<file path="src/rtl/uart_rx.sv">
// 8N1 UART receiver: two-flop synchronized line, half-bit start qualification,
// mid-bit sampling, single-entry output register with overrun and framing flags.
module uart_rx #(
    parameter int SYS_CLOCK = 1000000,
    parameter int BAUD_RATE = 9600
) (
    input  logic       clk,
    input  logic       reset,
    input  logic       rx_input,
    input  logic       read_ack,
    output logic [7:0] data_output,
    output logic       data_valid,
    output logic       busy,
    output logic       frame_error,
    output logic       overrun
);

    localparam int DIVISION = SYS_CLOCK / BAUD_RATE;
    localparam int HALF = DIVISION / 2;
    localparam logic [15:0] DIV_LAST = 16'(DIVISION - 1);
    localparam logic [15:0] HALF_LAST = 16'(HALF - 1);

    typedef enum logic [1:0] {
        IDLE,
        START,
        DATA,
        STOP
    } state_t;

    state_t      state;
    logic        sync1;
    logic        line;
    logic        prev_line;
    logic [15:0] counter;
    logic [2:0]  index;
    logic [7:0]  shift;

    // Synchronizer and edge history reset high so a released reset never looks like a start edge.
    always_ff @(posedge clk) begin
        if (reset) begin
            sync1     <= 1'b1;
            line      <= 1'b1;
            prev_line <= 1'b1;
        end else begin
            sync1     <= rx_input;
            line      <= sync1;
            prev_line <= line;
        end
    end

    always_ff @(posedge clk) begin
        if (reset) begin
            state       <= IDLE;
            counter     <= 16'd0;
            index       <= 3'd0;
            shift       <= 8'h00;
            data_output <= 8'h00;
            data_valid  <= 1'b0;
            busy        <= 1'b0;
            frame_error <= 1'b0;
            overrun     <= 1'b0;
        end else begin
            frame_error <= 1'b0;
            if (read_ack && data_valid) begin
                data_valid <= 1'b0;
            end
            if (read_ack) begin
                overrun <= 1'b0;
            end

            case (state)
                IDLE: begin
                    if (prev_line && !line) begin
                        state   <= START;
                        counter <= 16'd0;
                        busy    <= 1'b1;
                    end
                end

                START: begin
                    if (counter == HALF_LAST) begin
                        counter <= 16'd0;
                        if (!line) begin
                            state <= DATA;
                            index <= 3'd0;
                        end else begin
                            state <= IDLE;
                            busy  <= 1'b0;
                        end
                    end else begin
                        counter <= counter + 16'd1;
                    end
                end

                DATA: begin
                    if (counter == DIV_LAST) begin
                        counter      <= 16'd0;
                        shift[index] <= line;
                        if (index == 3'd7) begin
                            state <= STOP;
                        end else begin
                            index <= index + 3'd1;
                        end
                    end else begin
                        counter <= counter + 16'd1;
                    end
                end

                STOP: begin
                    if (counter == DIV_LAST) begin
                        counter <= 16'd0;
                        state   <= IDLE;
                        busy    <= 1'b0;
                        if (line) begin
                            // A new byte always wins over a same-cycle acknowledge.
                            data_output <= shift;
                            data_valid  <= 1'b1;
                            if (data_valid && !read_ack) begin
                                overrun <= 1'b1;
                            end
                        end else begin
                            frame_error <= 1'b1;
                        end
                    end else begin
                        counter <= counter + 16'd1;
                    end
                end

                default: begin
                    state <= IDLE;
                    busy  <= 1'b0;
                end
            endcase
        end
    end

endmodule

</file>
<file path="config.mk">
export PLATFORM = sky130hd
export DESIGN_NAME = uart_rx
export DESIGN_NICKNAME = d
export VERILOG_FILES = /design/src/rtl/uart_rx.sv
export SDC_FILE = /design/constraint.sdc
export NUM_CORES = 1
export LEC_CHECK = 0
export ABC_AREA = 0
export CORE_MARGIN = 3
export CORE_UTILIZATION = 30
export DETAILED_ROUTE_END_ITERATION = 10
export GPL_ROUTABILITY_DRIVEN = 0
export HOLD_SLACK_MARGIN = 0.1
export PLACE_DENSITY = 0.51
export SYNTH_ARGS = -nofsm -noshare
export SYNTH_HDL_FRONTEND = slang
export SYNTH_SLANG_ARGS = --single-unit
</file>
<file path="constraint.sdc">
create_clock -name clk -period 2.7 [get_ports clk]
set_clock_uncertainty 0.05 [all_clocks]
set_input_delay 0.27 -clock clk [delete_from_list [all_inputs] [get_ports clk]]
set_output_delay 0.27 -clock clk [all_outputs]
set_load 0.01 [all_outputs]
</file>
=== After elaboration in Yosys (flattened, before gate mapping) ===
Index checks and enable logic that the tools add are counted.

* Bits in registers: 44
* Logic and storage cells: 82

* Magnitude comparators: 2
* Eq/ne operators: 14
* Mux-type cells: 34
* Bitwise gates (word level): 2
* $add $sub $neg: 2
* Reduce and logical (&&, ||, !) cells: 16

{| class="wikitable"
|+ Operator list
! kind !! number
|-
| $mux W16 || 3
|-
| $pmux W16 S3 || 1
|-
| $add A16 B1 Y16 const B || 1
|-
| $eq A16 B6 Y1 const B || 1
|-
| $eq A16 B7 Y1 const B || 1
|-
| $ne A2 B2 Y1 const B || 8
|-
| $mux W1 || 15
|-
| $reduce_and A5 Y1 || 3
|-
| $mux W2 || 6
|-
| $mux W3 || 4
|-
| $bwmux W8 || 1
|-
| $pmux W2 S4 || 1
|-
| $pmux W3 S2 || 1
|-
| $eq A2 B2 Y1 const B || 2
|-
| $logic_and A1 B1 Y1 || 4
|-
| $lt A3 B4 Y1 const B || 1
|-
| $add A3 B1 Y3 const B || 1
|-
| $demux W1 S3 || 1
|-
| $eq A3 B3 Y1 const B || 1
|-
| $ge A3 B1 Y1 const B || 1
|-
| $pmux W1 S3 || 1
|-
| $reduce_and A3 Y1 || 1
|-
| $reduce_bool A3 Y1 || 1
|-
| $reduce_or A3 Y1 || 1
|-
| other kinds (7) || 9
|}

=== Logic depth before layout (Yosys ltp) ===
Gate-level depths: netlist (run 1).

* Depth after elaboration: 6
* Mapped depth: 8

=== Worst setup path after synthesis (run 1) ===
Ideal clock, no wire load.

* Kind: reg-to-reg
* Start: register counter[0]
* End: register shift[5]
* Arrival: 2.232 ns
* Library setup time: 0.128 ns
* Setup slack: 0.290 ns
* Cell stages (with the launch flop): 9
* Data required time: 2.522 ns
* Clock period less this slack: 2.410 ns
* Path buffers: 2
* Path through: dfxtp_1 > ha_1 > or4b_1 > buf_2 > or4_4 > buf_6 > nor4b_4 > mux2i_1 > nor2_1

* Longest elaborated chain between the ends: 2

{| class="wikitable"
|+ RTL lines
! what !! RTL line !! RTL
|-
| start: declaration || 34 || <nowiki>logic [15:0] counter;</nowiki>
|-
| start signal: assignment || 91 || <nowiki>counter <= counter + 16'd1;</nowiki>
|-
| start signal: assignment || 105 || <nowiki>counter <= counter + 16'd1;</nowiki>
|-
| start signal: assignment || 125 || <nowiki>counter <= counter + 16'd1;</nowiki>
|-
| $eq A16 B7 Y1 || 96 || <nowiki>if (counter == DIV_LAST) begin</nowiki>
|-
| $reduce_and A2 Y1 (no source line) || -- ||
|-
| end signal: indexed assignment || 98 || <nowiki>shift[index] <= line;</nowiki>
|-
| end: declaration || 36 || <nowiki>logic [7:0] shift;</nowiki>
|}

Every way passes these cells.
A chain may end at the register's enable or synchronous reset.

=== Worst setup path in the final report (run 1) ===
* Start: register counter[0]
* End: register busy

* Longest elaborated chain between the ends: 3

{| class="wikitable"
|+ RTL lines
! what !! RTL line !! RTL
|-
| $eq A16 B7 Y1 or $eq A16 B6 Y1 (tied branches) || 110, 81 ||
|-
| $ne A2 B2 Y1 (no source line) || -- ||
|-
| $reduce_and A5 Y1 (no source line) (*) || -- ||
|-
| end signal: assignment || 88 || <nowiki>busy <= 1'b0;</nowiki>
|-
| end signal: assignment || 113 || <nowiki>busy <= 1'b0;</nowiki>
|-
| end signal: assignment || 131 || <nowiki>busy <= 1'b0;</nowiki>
|-
| end: declaration || 13 || <nowiki>output logic busy,</nowiki>
|}

Every way passes the cells marked *; elsewhere a longest branch is shown, timed or not.

==> results of run 1 <==
[how the worst max path moves through the flow]
stage,start,to,slack [ns],depth (start not counted)
3_5_place_dp,counter[0]$_SDFFE_PP0N_,shift[5]$_SDFFE_PP0P_,0.18,6
5_1_grt,counter[0]$_SDFFE_PP0N_,counter[7]$_SDFFE_PP0N_,0.09,8
6_report,counter[0]$_SDFFE_PP0N_,busy$_SDFFE_PP0P_,0.21,6
3_3_place_gp,counter[0]$_SDFFE_PP0N_,shift[5]$_SDFFE_PP0P_,0.25,6
4_1_cts,counter[0]$_SDFFE_PP0N_,shift[5]$_SDFFE_PP0P_,0.16,6
2_1_floorplan,counter[0]$_SDFFE_PP0N_,shift[5]$_SDFFE_PP0P_,0.29,8
[synthesized netlist by cell type]
master and n:
sky130_fd_sc_hd__a31oi_1 11, sky130_fd_sc_hd__nor4_4 1, sky130_fd_sc_hd__buf_2 5, sky130_fd_sc_hd__and4_1 1, sky130_fd_sc_hd__nand4_1 6, sky130_fd_sc_hd__or4_1 1, sky130_fd_sc_hd__a211o_1 1, sky130_fd_sc_hd__o22ai_1 1
sky130_fd_sc_hd__nor3_1 2, sky130_fd_sc_hd__a41oi_1 5, sky130_fd_sc_hd__nor2b_1 1, sky130_fd_sc_hd__o32ai_1 1, sky130_fd_sc_hd__dfxtp_1 44, sky130_fd_sc_hd__buf_1 2, sky130_fd_sc_hd__nand2b_1 6, sky130_fd_sc_hd__o31ai_1 1
sky130_fd_sc_hd__nand2_1 38, sky130_fd_sc_hd__nor4b_4 1, sky130_fd_sc_hd__nor4_1 3, sky130_fd_sc_hd__nor3_2 1, sky130_fd_sc_hd__and3_1 2, sky130_fd_sc_hd__or3_1 1, sky130_fd_sc_hd__nor2_1 21, sky130_fd_sc_hd__clkbuf_1 8
sky130_fd_sc_hd__a32oi_1 1, sky130_fd_sc_hd__mux2i_1 10, sky130_fd_sc_hd__o21a_1 1, sky130_fd_sc_hd__or4b_1 1, sky130_fd_sc_hd__inv_1 5, sky130_fd_sc_hd__xnor2_1 1, sky130_fd_sc_hd__a32o_1 1, sky130_fd_sc_hd__nand3b_1 4
sky130_fd_sc_hd__a211oi_1 1, sky130_fd_sc_hd__nand4b_1 1, sky130_fd_sc_hd__buf_6 1, sky130_fd_sc_hd__o21ai_0 5, sky130_fd_sc_hd__ha_1 3, sky130_fd_sc_hd__or4_4 1, sky130_fd_sc_hd__nor4_2 3, sky130_fd_sc_hd__o2bb2ai_2 1
sky130_fd_sc_hd__a21oi_1 20, sky130_fd_sc_hd__nand3_1 15, sky130_fd_sc_hd__or4bb_1 1, sky130_fd_sc_hd__a22oi_1 1, sky130_fd_sc_hd__or2_2 6
[kinds of logic (layout without fill, tap and decap cells)]
| kind of cell | Yosys count | count (layout) | share of synthesized area, % |
|---|---|---|---|
| mux | 10 | 10 | 4.793 |
| compound gates | 51 | 51 | 15.58 |
| flops | 44 | 44 | 42.18 |
| buf+inv | 21 | 38 | 4.434 |
| fa+ha+maj | 3 | 3 | 1.798 |
| xor+xnor | 1 | 1 | 0.4195 |
| simple gates | 117 | 117 | 30.80 |
[layout make-up]
class | instances | share of cell area (%)
Clock inverter | 3 | 1.880
Tap cell | 77 | 3.913
Sequential cell | 44 | 35.77
Clock buffer | 5 | 2.795
Multi-Input combinational cell | 182 | 45.73
Inverter | 5 | 0.7622
Timing Repair Buffer | 25 | 9.146
[power by group through the flow]
stage / clock (mW) / combinational (mW) / sequential (mW)
floorplan: 0 / 0.0583 / 0.678
global placement: 0 / 0.0755 / 0.685
detailed placement: 0 / 0.0759 / 0.685
CTS: 0.546 / 0.0760 / 0.670
global route: 0.568 / 0.0857 / 0.672
finish: 0.530 / 0.0752 / 0.670
[timing repair]
action / in CTS / in global routing
hold buffers: 0 / 0
gates resized for setup: 0 / 1
endpoints found under the setup margin: 0 / 1
[registers in the layout, indices dropped and copies added, names as in the netlist, named ones only]
| signal | count |
|---|---|
| busy | 1 |
| counter | 16 |
| data_output | 8 |
| index | 3 |
| prev_line | 1 |
| line | 1 |
| data_valid | 1 |
| sync1 | 1 |
| overrun | 1 |
| state | 1 |
| frame_error | 1 |
| shift | 8 |
[layer usage]
layer / track usage (%) / part of all wire, % / up-vias
met4: 4.871 / 1.6 / 0
met1: 18.81 / 55 / 804
met2: 18.08 / 42 / 18
li1: - / - / 922
met3: 2.673 / 2.1 / 7
met5: 0 / 0 / -
[metrics by stage]
step                      power (mW)  std cells  hold WS, ns  setup slack [ns]  cell area (um2)
after floorplan               0.7360        247       0.2968            0.2904             2088
after global placement        0.7605        333       0.3446            0.2545             2344
after detailed placement      0.7611        333       0.3535            0.1839             2344
after CTS                      1.292        341       0.3776            0.1592             2459
after global routing           1.327        341       0.3840           0.09213             2462
final                          1.275        341       0.3723            0.2126             2462
==> out/metrics.sh, run 1 <==
CTS_POST_SETUP_BUFFERS_INSERTED=0
PATH_CELLS='ha_1 -> or4b_4 -> or4_4 -> o2bb2ai_2 -> o21ai_0 -> a21oi_1'
SEQ_POWER_SHARE_PCT=52.6
NETSWITCHINGPOWER_uW=311.6
CRIT-REG2REG-LAUNCH='counter[0]$_SDFFE_PP0N_'
LARGEST_NET_DEGREE_AT_THE_START_OF_GLOBAL_ROUTING=33
P_LEAK_nW=0.8055
CLK_ROOT_BUFFER_CELL='sky130_fd_sc_hd__clkbuf_8'
GLOBALROUTEOVERFLOWTOTAL=0
CLK_TRANSITION_REPORTED_PATHS_NS=0.09
DR.PASS1.ITERS=4
SYN_AVG_CELL_AREA_UM2=8.454
P_COMB_SHARE_PCT=5.9
BUFFER_PORTS.INSERTED=15
TOP_DELAY_FAMILY_ON_CRIT_PATH='simple AND/OR/NAND/NOR gates'
LAYOUT.NETS=270
DIE_WIDTH_UM=89.43
SYNTH_TOP_CELL_AREA_SHARE_PCT=42.18
CRIT_PATH_MAX_FO=9
WORST_HOLD_PATH.ENDPOINT='line$_SDFF_PP1_'
SYNTH-SEQ-AREA-SHARE_PCT=42.18
DP_HPWL_UM=3143
CLOCK_SINK_COUNT=44
NETLIST-CELL-TYPE-COUNT=45
FINALHOLDVIOLCOUNT=0
TRITONCTS.NUM_BUFFERS=5
CELL_DEPTH_OF_THE_WORST_HOLD_PATH=1
N_ANTENNA_CELL=0
MAPPEDNETLISTAREA_UM2=2088
FP.DIEAREA_UM2=7998
CLOCK_TREE.BUFFER_DEPTH=2
WIRE_LENGTH_AFTER_DETAILED_ROUTING_UM=4674
NUMBER_OF_ENDPOINTS_FAILING_SETUP_AT_THE_FINAL_STAGE=0
CRIT_PATH_CAPTURE_TYPE='flop'
VIAS=1751
CLOCK_POWER_SHARE_PCT=41.6
FF2FF_SETUP_SLACK_NS=0.21
SW_FRAC_OF_TOTAL_PCT=24.43
PERIOD_SHARE_PCT=92.13
MIN_PERIOD_NS=2.487
NFILLCELLS=685
FINAL_COMMON_CELL='sky130_fd_sc_hd__dfxtp_1'
CORE.ROWCOUNT=29
VIAS_IN_THE_FIRST_GLOBAL_ROUTE=1619
YS_SEQ_ELEMENTS=44
CORE_UM2=6531
FINISH.UTILIZATION_PCT=37.70
MAX-SLEW-MARGIN-REL_PCT=69.53
INITIAL_CORE_UTIL_PCT=31.97
YS_TOP_CELLS_BY_AREA='sky130_fd_sc_hd__dfxtp_1, sky130_fd_sc_hd__nand2_1, sky130_fd_sc_hd__a21oi_1'
POSTROUTEANTENNANETS=0
CELL_COUNT_AFTER_SYNTHESIS=247
AREA_GROWTH_SYN_TO_FIN_PCT=17.91
DRIVE_GT1_SHARE_PCT=12.88
SYNTHESIS.NETS=254
YS_WARN_COUNT=0
INTPOWER_uW=963.7
GR_UTIL_ALL_LAYERS_PCT=12.78
POWER-PER-CELL-AREA_nW_PER_UM2=517.9
VIAS_CELL=5.135
WORST_SLEW_PIN_SLEW_NS=0.4564
WORST_SKEW_PAIR.LATE_LATENCY_NS=0.31
FF_LATCH_AREA_UM2=880.8
CPMAXSTAGEDELAYCELL='sky130_fd_sc_hd__or4_4'
TNS_SETUP_NS=0
UNREPAIRED_SETUP_ENDPOINTS_AFTER_GLOBAL_ROUTING='false'
DESIGN.PORTCOUNT=16
GLOBAL_ROUTE_WIRE_LENGTH_BEFORE_REPAIR_UM=8004
CTS-HTREE-LEVELS=2
SETUP.WORST_PATH.CLASS='reg -> reg'
MIN_DELAY_STARTPOINT='sync1$_SDFF_PP1_'
CRITICAL_PATH_AT_NS=2.63
CAP_VIOLATIONS=0
MULTI_INPUT_COMB_AREA_UM2=1126
IR_WORST_VDD_mV=0.2003
SETUP.WORST_PATH.START_CLASS='flop'
DIE-HEIGHT_UM=89.43
TIMING.FINAL.MAX_SLEW_VIOLATIONS=0
CRITICAL-PATH-MAX-STAGE-DELAY_NS=0.60
INITIAL_ANTENNA_VIOLATION_COUNT=0
FINAL_CELL_MIX='sky130_fd_sc_hd__dfxtp_1, sky130_fd_sc_hd__nand2_1, sky130_fd_sc_hd__nor2_1'
CP_DATA_REQUIRED_TIME_NS=2.84
TIMING.REG2REG.WORST_PATH_DEPTH=6
FMAX_MHz=402.0
SYNTH_TOP_CELL_BY_AREA='sky130_fd_sc_hd__dfxtp_1'
CRITPATHBUFINV=0
CRITICAL_PATH.REG2REG.ENDPOINT='busy$_SDFFE_PP0P_'
MIN_PATH_TYPE='reg -> reg'
ROUTED_WIRE_LENGTH_PER_INSTANCE_UM=13.71
DRT-INITIAL-DRC-COUNT=107
CTS_TREE='done'
RUN_STATUS='finished, final reports clean'
REMAINING_DRC_ERRORS=0
Power figures use the tool's default switching activity.
==> run 2: changes to the inputs <==
Settings changed: CORE_MARGIN 3 to 10.
==> run 2 against run 1 <==
Against the previous run:
- largest power group unchanged
- fmax is 3.1% lower
- die area is 34% higher
- largest cell class unchanged
- combinational power is 16% higher
- setup slack worse by 0.078 ns
- first-iteration DRC count is 23% lower
- via count is 0.40% higher
- highest routed layer unchanged
- clock power is 3% lower
- critical endpoint is now shift[5]$_SDFFE_PP0P_
==> out/metrics.sh, run 2 (same netlist as run 1, synthesis figures left out) <==
GR_UTIL_ALL_LAYERS_PCT=9.272  # was 12.78%
TRITONCTS.NUM_BUFFERS=5  # unchanged
GRT_UTIL_MET1_PCT=13.10  # was 18.81%
CORE.ROWCOUNT=30  # was 29
FINALHOLDVIOLCOUNT=0  # unchanged
LAYOUT.NETS=271  # was 270
FINAL_AREA_UM2=2516  # was 2462 um2
CRIT_PATH_MAX_FO=5  # was 9
REGMOSTFLOPS='counter'  # unchanged
CTS_POST_SETUP_BUFFERS_INSERTED=0  # unchanged
CTS-HTREE-LEVELS=2  # unchanged
FINAL_COMMON_CELL='sky130_fd_sc_hd__dfxtp_1'  # unchanged
GR-USAGE-MET3_PCT=2.060  # was 2.673%
PERIOD_SHARE_PCT=95.03  # was 92.13%
MULTI_INPUT_COMB_AREA_UM2=1149  # was 1126 um2
CLOCK_TREE.BUFFER_DEPTH=2  # unchanged
MAX-SLEW-MARGIN-REL_PCT=47.83  # was 69.53%
VIAS_IN_THE_FIRST_GLOBAL_ROUTE=1639  # was 1619
INITIAL_CORE_UTIL_PCT=30.74  # was 31.97%
P_LEAK_nW=0.8081  # was 0.8055 nW
CLK_TRANSITION_REPORTED_PATHS_NS=0.09  # about the same
LARGEST_NET_DEGREE_AT_THE_START_OF_GLOBAL_ROUTING=27  # was 33
CRIT_PATH_CAPTURE_TYPE='flop'  # unchanged
MIN_PERIOD_NS=2.566  # was 2.487 ns
IR_WORST_VDD_mV=0.2207  # was 0.2003 mV
TIMING.FINAL.MAX_SLEW_VIOLATIONS=0  # unchanged
PRECTSSETUPSLACK_NS=0.08788  # was 0.1839 ns
CLK_ROOT_BUFFER_CELL='sky130_fd_sc_hd__clkbuf_8'  # unchanged
LAYOUT.CELLS.NON_FILLER=361  # was 341
PLACEDINSTANCEAREA_UM2=2375  # was 2344 um2
NUMBER_OF_ENDPOINTS_FAILING_SETUP_AT_THE_FINAL_STAGE=0  # unchanged
TNS_SETUP_NS=0  # unchanged
P_TOTAL_mW=1.267  # was 1.275 mW
AREA_GROWTH_SYN_TO_FIN_PCT=20.49  # was 17.91%
POWER-PER-CELL-AREA_nW_PER_UM2=503.7  # was 517.9 nW/um2
SETUP.WORST_PATH.CLASS='reg -> reg'  # unchanged
WORST_SKEW_PAIR.LATE_LATENCY_NS=0.29  # was 0.31 ns
DESIGN.PORTCOUNT=16  # unchanged
CORE_UM2=6794  # was 6531 um2
CAP_VIOLATIONS=0  # unchanged
REG_TOP3='counter: 16 flops, data_output: 8 flops, shift: 8 flops'  # unchanged
GLOBALROUTEOVERFLOWTOTAL=0  # unchanged
DRIVE_GT1_SHARE_PCT=13.21  # was 12.88%
DIE-HEIGHT_UM=103.4  # was 89.43 um
FINISH.UTILIZATION_PCT=37.04  # was 37.70%
N_ANTENNA_CELL=0  # unchanged
DP_HPWL_UM=3228  # was 3143 um
UNREPAIRED_SETUP_ENDPOINTS_AFTER_GLOBAL_ROUTING='false'  # unchanged
FF_LATCH_AREA_UM2=880.8  # unchanged
CTS_TREE='done'  # unchanged
ROUTED_WIRE_LENGTH_PER_INSTANCE_UM=12.60  # was 13.71 um
REMAINING_DRC_ERRORS=0  # unchanged
SETUP.WORST_PATH.START_CLASS='flop'  # unchanged
CP_DATA_REQUIRED_TIME_NS=2.84  # about the same
DP.CELLS=353  # was 333
CRITICAL_PATH_AT_NS=2.70  # was 2.63 ns
VIAS=1758  # was 1751
WORST_SLEW_PIN_SLEW_NS=0.7825  # was 0.4564 ns
GLOBAL_ROUTE_WIRE_LENGTH_BEFORE_REPAIR_UM=7990  # was 8004 um
WIRE_LENGTH_AFTER_DETAILED_ROUTING_UM=4549  # was 4674 um
MIN_PATH_TYPE='reg -> reg'  # unchanged
VIAS_CELL=4.870  # was 5.135
INITIAL_ANTENNA_VIOLATION_COUNT=0  # unchanged
NFILLCELLS=703  # was 685
CLOCK_SINK_COUNT=44  # unchanged
GRT_BUSIEST_LAYER='met2'  # was met1
DRT-INITIAL-DRC-COUNT=82  # was 107
FP.DIEAREA_UM2=10700  # was 7998 um2
FIN_WS_NS=0.1341  # was 0.2126 ns
FINAL_CELL_MIX='sky130_fd_sc_hd__dfxtp_1, sky130_fd_sc_hd__nand2_1, sky130_fd_sc_hd__nor2_1'  # unchanged
LARGEST_REGISTER_FFS=16  # unchanged
RUN_STATUS='finished, final reports clean'  # unchanged
BUFFER_PORTS.INSERTED=15  # unchanged
FMAX_MHz=389.7  # was 402.0 MHz
POSTROUTEANTENNANETS=0  # unchanged
GRTUSAGEMET2_PCT=13.30  # was 18.08%
FINAL.HOLD.WORST_SLACK_NS=0.3662  # was 0.3723 ns
DIE_WIDTH_UM=103.4  # was 89.43 um
DR.PASS1.ITERS=4  # unchanged
[run 2: cell count changes in the layout (fill, tap and decap cells not counted), sizes merged]
cell  before  now
buf       10   11
[run 2: final cells by class]
| class | count | area share [%] |
|---|---|---|
| multi-input cells | 182 | 45.65 |
| flip-flops and latches | 44 | 35.01 |
| repair buffers | 26 | 9.249 |
| well taps | 96 | 4.774 |
| clock buffers | 5 | 2.735 |
| clock inverters | 3 | 1.840 |
| inverters | 5 | 0.7459 |
[run 2: layer usage]
metal | vias to the layer above | part of all wire, %
li1 | 929 | -
met1 | 801 | 52
met2 | 24 | 43
met3 | 4 | 3.3
met4 | 0 | 1.3
met5 | - | 0
[run 2: what timing repair did]
item	CTS	global route
hold buffers	0	0
gates resized for setup	0	3
setup endpoints to repair	0	10
[run 2: worst max-delay path: stages, from the launching register on]
cell and delay (ns):
sky130_fd_sc_hd__dfxtp_1 0.40, sky130_fd_sc_hd__ha_1 0.24, sky130_fd_sc_hd__or4b_1 0.61, sky130_fd_sc_hd__or4_4 0.64
sky130_fd_sc_hd__nor4b_4 0.26, sky130_fd_sc_hd__mux2i_1 0.21, sky130_fd_sc_hd__nor2_1 0.05
[run 2: power breakdown]
part,switching (mW),internal [mW],total [mW]
Clock,0.238,0.279,0.516
Combinational,0.0552,0.0318,0.0870
Sequential,0.00761,0.656,0.664
Total,0.300,0.967,1.27
[run 2: worst paths after layout]
kind | cells after the start | slack, ns | endpoint | startpoint
worst min-delay path | 1 | 0.37 | line$_SDFF_PP1_ | sync1$_SDFF_PP1_
worst max-delay path | 6 | 0.13 | shift[5]$_SDFFE_PP0P_ | counter[0]$_SDFFE_PP0N_
worst max register to register | 6 | 0.13 | shift[5]$_SDFFE_PP0P_ | counter[0]$_SDFFE_PP0N_
worst min register to register | 1 | 0.37 | line$_SDFF_PP1_ | sync1$_SDFF_PP1_
==> run 3: changes to the inputs <==
Clock period 2.7 ns to 2.9 ns, I/O delays scaled along.
==> run 3 against run 2 <==
Against the previous run:
- setup slack better by 0.030 ns
- sequential share of layout area is 0.89 points higher
- first-iteration DRC count down 3.7%
- sequential cell count unchanged
- highest routed layer unchanged
==> out/metrics.sh, run 3 (same netlist as run 1, synthesis figures left out) <==
RUN_STATUS='finished, final reports clean'  # unchanged
INITIAL_CORE_UTIL_PCT=30.74  # unchanged
VIAS=1759  # was 1758
CRIT_PATH_CAPTURE_TYPE='flop'  # unchanged
FINAL.HOLD.WORST_SLACK_NS=0.3666  # was 0.3662 ns
SEQ_POWER_SHARE_PCT=52.8  # was 52.4%
SW_FRAC_OF_TOTAL_PCT=24.04  # was 23.71%
CORE_UM2=6794  # unchanged
CP_DATA_REQUIRED_TIME_NS=3.03  # was 2.84 ns
FINAL_COMMON_CELL='sky130_fd_sc_hd__dfxtp_1'  # unchanged
P_COMB_SHARE_PCT=5.7  # was 6.9%
MIN_PATH_TYPE='reg -> reg'  # unchanged
VIAS_CELL=4.955  # was 4.870
TIMING.REG2REG.WORST_PATH_DEPTH=6  # unchanged
FF2FF_SETUP_SLACK_NS=0.16  # was 0.13 ns
VIAS_IN_THE_FIRST_GLOBAL_ROUTE=1514  # was 1639
LAYOUT.NETS=265  # was 271
CLOCK_POWER_SHARE_PCT=41.4  # was 40.7%
FIN_WS_NS=0.1639  # was 0.1341 ns
REG_TOP3='counter: 16 flops, data_output: 8 flops, shift: 8 flops'  # unchanged
PERIOD_SHARE_PCT=94.35  # was 95.03%
CELL_DEPTH_OF_THE_WORST_HOLD_PATH=1  # unchanged
POSTCTSHOLDBUFS=0  # unchanged
WORST_SLEW_PIN_SLEW_NS=1.202  # was 0.7825 ns
SETUP.WORST_PATH.START='counter[0]$_SDFFE_PP0N_'  # unchanged
DRT-INITIAL-DRC-COUNT=79  # was 82
REGMOSTFLOPS='counter'  # unchanged
GR_UTIL_ALL_LAYERS_PCT=8.890  # was 9.272%
AREA_GROWTH_SYN_TO_FIN_PCT=17.50  # was 20.49%
MULTI_INPUT_COMB_AREA_UM2=1131  # was 1149 um2
CLOCK_TREE.BUFFER_DEPTH=2  # unchanged
DIE-HEIGHT_UM=103.4  # unchanged
CTS_TREE='done'  # unchanged
ROUTED_WIRE_LENGTH_PER_INSTANCE_UM=12.92  # was 12.60 um
TRITONCTS.NUM_BUFFERS=5  # unchanged
FINAL_AREA_UM2=2454  # was 2516 um2
DESIGN.PORTCOUNT=16  # unchanged
FF_LATCH_AREA_UM2=880.8  # unchanged
MAX-SLEW-MARGIN-REL_PCT=19.85  # was 47.83%
LARGEST_REGISTER_FFS=16  # unchanged
SETUP.WORST_PATH.START_CLASS='flop'  # unchanged
SETUP.WORST_PATH.CLASS='reg -> reg'  # unchanged
DR.PASS1.ITERS=4  # unchanged
DIE_WIDTH_UM=103.4  # unchanged
POSTROUTEANTENNANETS=0  # unchanged
FINISH.UTILIZATION_PCT=36.11  # was 37.04%
DRIVE_GT1_SHARE_PCT=10.81  # was 13.21%
DP.CELLS=346  # was 353
NETSWITCHINGPOWER_uW=283.6  # was 300.5 uW
FP.DIEAREA_UM2=10700  # unchanged
WIRE_LENGTH_AFTER_DETAILED_ROUTING_UM=4587  # was 4549 um
NFILLCELLS=733  # was 703
N_ANTENNA_CELL=0  # unchanged
CLK_TRANSITION_REPORTED_PATHS_NS=0.09  # about the same
FMAX_MHz=365.5  # was 389.7 MHz
TNS_SETUP_NS=0  # unchanged
CTS-HTREE-LEVELS=2  # unchanged
CORE.ROWCOUNT=30  # unchanged
P_TOTAL_mW=1.180  # was 1.267 mW
PLACEDINSTANCEAREA_UM2=2322  # was 2375 um2
TIMING.FINAL.MAX_SLEW_VIOLATIONS=0  # unchanged
DP_HPWL_UM=3138  # was 3228 um
WORST_HOLD_PATH.ENDPOINT='line$_SDFF_PP1_'  # unchanged
UNREPAIRED_SETUP_ENDPOINTS_AFTER_GLOBAL_ROUTING='false'  # unchanged
MIN_PERIOD_NS=2.736  # was 2.566 ns
WORST_SKEW_PAIR.LATE_LATENCY_NS=0.30  # was 0.29 ns
GLOBAL_ROUTE_WIRE_LENGTH_BEFORE_REPAIR_UM=7534  # was 7990 um
CRIT-REG2REG-LAUNCH='counter[0]$_SDFFE_PP0N_'  # unchanged
CRIT_PATH_MAX_FO=21  # was 5
GLOBALROUTEOVERFLOWTOTAL=0  # unchanged
CAP_VIOLATIONS=0  # unchanged
CRITICAL_PATH.REG2REG.ENDPOINT='counter[7]$_SDFFE_PP0N_'  # was shift[5]$_SDFFE_PP0P_
P_LEAK_nW=0.7754  # was 0.8081 nW
INITIAL_ANTENNA_VIOLATION_COUNT=0  # unchanged
CLOCK_SINK_COUNT=44  # unchanged
MIN_DELAY_STARTPOINT='sync1$_SDFF_PP1_'  # unchanged
LAYOUT.CELLS.NON_FILLER=355  # was 361
CRITICAL_PATH_AT_NS=2.86  # was 2.70 ns
FINALHOLDVIOLCOUNT=0  # unchanged
PRECTSSETUPSLACK_NS=0.1971  # was 0.08788 ns
IR_WORST_VDD_mV=0.2340  # was 0.2207 mV
NUMBER_OF_ENDPOINTS_FAILING_SETUP_AT_THE_FINAL_STAGE=0  # unchanged
BUFFER_PORTS.INSERTED=15  # unchanged
CLK_ROOT_BUFFER_CELL='sky130_fd_sc_hd__clkbuf_8'  # unchanged
REMAINING_DRC_ERRORS=0  # unchanged
FINAL_CELL_MIX='sky130_fd_sc_hd__dfxtp_1, sky130_fd_sc_hd__nand2_1, sky130_fd_sc_hd__nor2_1'  # unchanged
INTPOWER_uW=896.2  # was 966.9 uW
POWER-PER-CELL-AREA_nW_PER_UM2=480.8  # was 503.7 nW/um2
LARGEST_NET_DEGREE_AT_THE_START_OF_GLOBAL_ROUTING=33  # was 27
run 3: cell count changes in the layout (fill, tap and decap cells not counted):
cell                      delta
sky130_fd_sc_hd__nor4_1      +1
sky130_fd_sc_hd__nor4_2      -1
sky130_fd_sc_hd__o32ai_4     -1
sky130_fd_sc_hd__buf_4       -6
sky130_fd_sc_hd__o32ai_2     +1
run 3: power groups by stage:
| stage | sequential, mW | combinational (mW) | clock, mW |
|---|---|---|---|
| final | 0.623 | 0.0676 | 0.489 |
| after global routing | 0.626 | 0.0764 | 0.528 |
| after CTS | 0.623 | 0.0672 | 0.502 |
| after detailed placement | 0.638 | 0.0669 | 0 |
| after global placement | 0.637 | 0.0680 | 0 |
| after floorplan | 0.631 | 0.0543 | 0 |
run 3: what timing repair did:
action | 4_1_cts | 5_1_grt
resized for setup | 0 | 1
setup buffers | 0 | 1
endpoints found under the setup margin | 0 | 6
run 3: how the worst max path moves through the flow:
stage	end	slack, ns
3_3_place_gp	counter[7]$_SDFFE_PP0N_	0.29
6_report	counter[7]$_SDFFE_PP0N_	0.16
4_1_cts	counter[7]$_SDFFE_PP0N_	0.18
5_1_grt	counter[7]$_SDFFE_PP0N_	0.007
2_1_floorplan	shift[5]$_SDFFE_PP0P_	0.49
3_5_place_dp	counter[7]$_SDFFE_PP0N_	0.20
run 3: critical path, cell delays in order (launching register included):
cell and delay (ns):
sky130_fd_sc_hd__dfxtp_1 0.40, sky130_fd_sc_hd__ha_1 0.22, sky130_fd_sc_hd__or4b_1 0.62, sky130_fd_sc_hd__nor4_1 0.53, sky130_fd_sc_hd__o32ai_2 0.41, sky130_fd_sc_hd__a41oi_1 0.33
sky130_fd_sc_hd__a31oi_1 0.06
run 3: routing by layer:
metal	share of wire (%)	routed length (um)	global-route usage (%)	vias up
met4	1.8	84	4.171	0
li1	-	-	-	924
met2	42	1946	12.62	24
met1	52	2388	11.89	805
met3	3.7	169	2.791	6
met5	0	0	0	-
run 3: cell type report:
cell class / instances / share of cell area, %
multi-input combinational: 182 / 46.10
clock buffer: 5 / 2.805
inverter: 5 / 0.7649
sequential: 44 / 35.90
clock inverter: 3 / 1.887
tap: 96 / 4.895
timing repair buffer: 20 / 7.649
==> RTL edit: new RTL, flow settings as in run 1 <==
Encoding of `state_t`: now Gray code (2 bits for 4 states).
--- a/src/rtl/uart_rx.sv
+++ b/src/rtl/uart_rx.sv
@@ -21,10 +21,10 @@
     localparam logic [15:0] HALF_LAST = 16'(HALF - 1);
 
     typedef enum logic [1:0] {
-        IDLE,
-        START,
-        DATA,
-        STOP
+        IDLE  = 2'b00,
+        START = 2'b01,
+        DATA  = 2'b11,
+        STOP  = 2'b10
     } state_t;
 
     state_t      state;
Function: same outputs for any inputs over 10 cycles, from zero or initial values and one cycle with reset high; not proved beyond that.
==> RTL edit against run 1 <==
- worst setup slack worse by 0.047 ns
- synthesized area is 0.60% higher
- non-clock buffer count shrank 5
- sequential cell count unchanged
- final area down 0.36%
- cell count rose by 4.7%
- synthesized cell count stayed put
- hold slack worse by 0.010 ns
- wire length fell by 3.9%
- core utilization down 0.34 points
- critical path type unchanged
Power is not compared: it rests on default switching activity, and its combinational part moved more than twofold at a synthesized area within 25%.
==> RTL edit: results (changes against run 1) <==
post_synth_main_area_contributors: "sky130_fd_sc_hd__dfxtp_1 42%, sky130_fd_sc_hd__nand2_1 5.9%, sky130_fd_sc_hd__mux2i_1 4.8%"
seq_cell_count: 44  # unchanged
crit_path_max_incr_delay_ns: 0.66  # +0.06 ns
maximum_number_of_pins_on_one_net_before_global_route_repair: 32  # -3.0%
placed_cells: 349  # +4.8%
share_of_cells_above_drive_strength_1: 0.0720  # -0.0568
synth.cells.most_frequent: "44 x sky130_fd_sc_hd__dfxtp_1, 33 x sky130_fd_sc_hd__nand2_1, 18 x sky130_fd_sc_hd__nor2_1"
global_route_wire_length_before_repair_um: 7850  # -2.0%
preCtsSetupSlack_ns: 0.201  # +0.0167 ns
num-nonclk-buffers: 20  # -20%
final-instance-count-excl-fill: 357  # +4.7%
nNetsFinal: 274  # +1.5%
synthesized_netlist_net_count: 258  # +1.6%
drt_iter0_markers: 86  # -20%
antenna_found_initial: 0  # unchanged
grt.total_usage: 0.123  # -0.00518
cp_data_arrival_time_ns: 2.66  # +0.03 ns
async_flop_share: 0  # unchanged
dp_hpwl_um: 3190  # +1.4%
avgRoutedWirePerCell_um: 12.6  # -8.2%
p_sw_uw: 376
vias_in_the_first_global_route: 1662  # +2.7%
multi_input_logic_portion_of_the_cell_area: 0.467  # +0.00928
max_slew_margin: 0.543  # -0.153
met3_usage: 0.0246  # -0.00209
fillCellCount: 678  # -1.0%
nMultiInputCombCells: 184  # +1.1%
critical_path.max_fanout: 6  # -3
grt.met1_usage: 0.169  # -0.0188
groute.layer.met2.usage: 0.193  # +0.0120
clock_buffer_count: 7  # +2
final.signal_inverter_count: 8  # +3
final-clk-cell-share: 0.0382  # -0.00850
layout.nonclk_buf_frac: 0.0765  # -0.0150
result_of_the_run: "complete, no violations"
viasPerCell: 4.90  # -4.6%
register_area_um2: 881  # unchanged
clock_slew_at_reported_path_ffs_ns: 0.09  # about the same
synth.distinct_cells: 43  # -4.4%
synthCells: 247  # unchanged
synth.yosys.seq_area_share: 0.419  # -0.00251
worst_path_max_delay_cell: "sky130_fd_sc_hd__or4_1"
crit_path_start_kind: "register"
num_antenna_cells: 0  # unchanged
insertion_delay_to_the_later_sink_of_the_worst_skew_pair_ns: 0.29  # -0.02 ns
[RTL edit: metal layers]
| layer | up-vias | part of all wire |
|---|---|---|
| li1 | 913 | - |
| met1 | 818 | 0.53 |
| met2 | 13 | 0.44 |
| met3 | 4 | 0.021 |
| met4 | 0 | 0.0080 |
| met5 | - | 0 |
[RTL edit: logic make-up after synthesis]
logic type      after synthesis  synth area share
mux                          10            0.0476
flops                        44             0.419
xor+xnor                      9            0.0375
compound gates               50             0.139
simple gates                108             0.279
fa+ha+maj                     7            0.0417
buf+inv                      19            0.0357
[RTL edit: stage by stage]
stage	instance area (µm²)	total power, mW
after detailed placement	2360	0.904
after floorplan	2100	0.830
after CTS	2450	1.34
final	2450	1.32
after global placement	2360	0.904
after global routing	2450	1.39
[RTL edit: path summary, 6_finish.rpt]
path,endpoint,cells after the start,slack [ns]
min,line$_SDFF_PP1_,1,0.36
min reg2reg,line$_SDFF_PP1_,1,0.36
max reg2reg,busy$_SDFFE_PP0P_,6,0.17
max,busy$_SDFFE_PP0P_,6,0.17
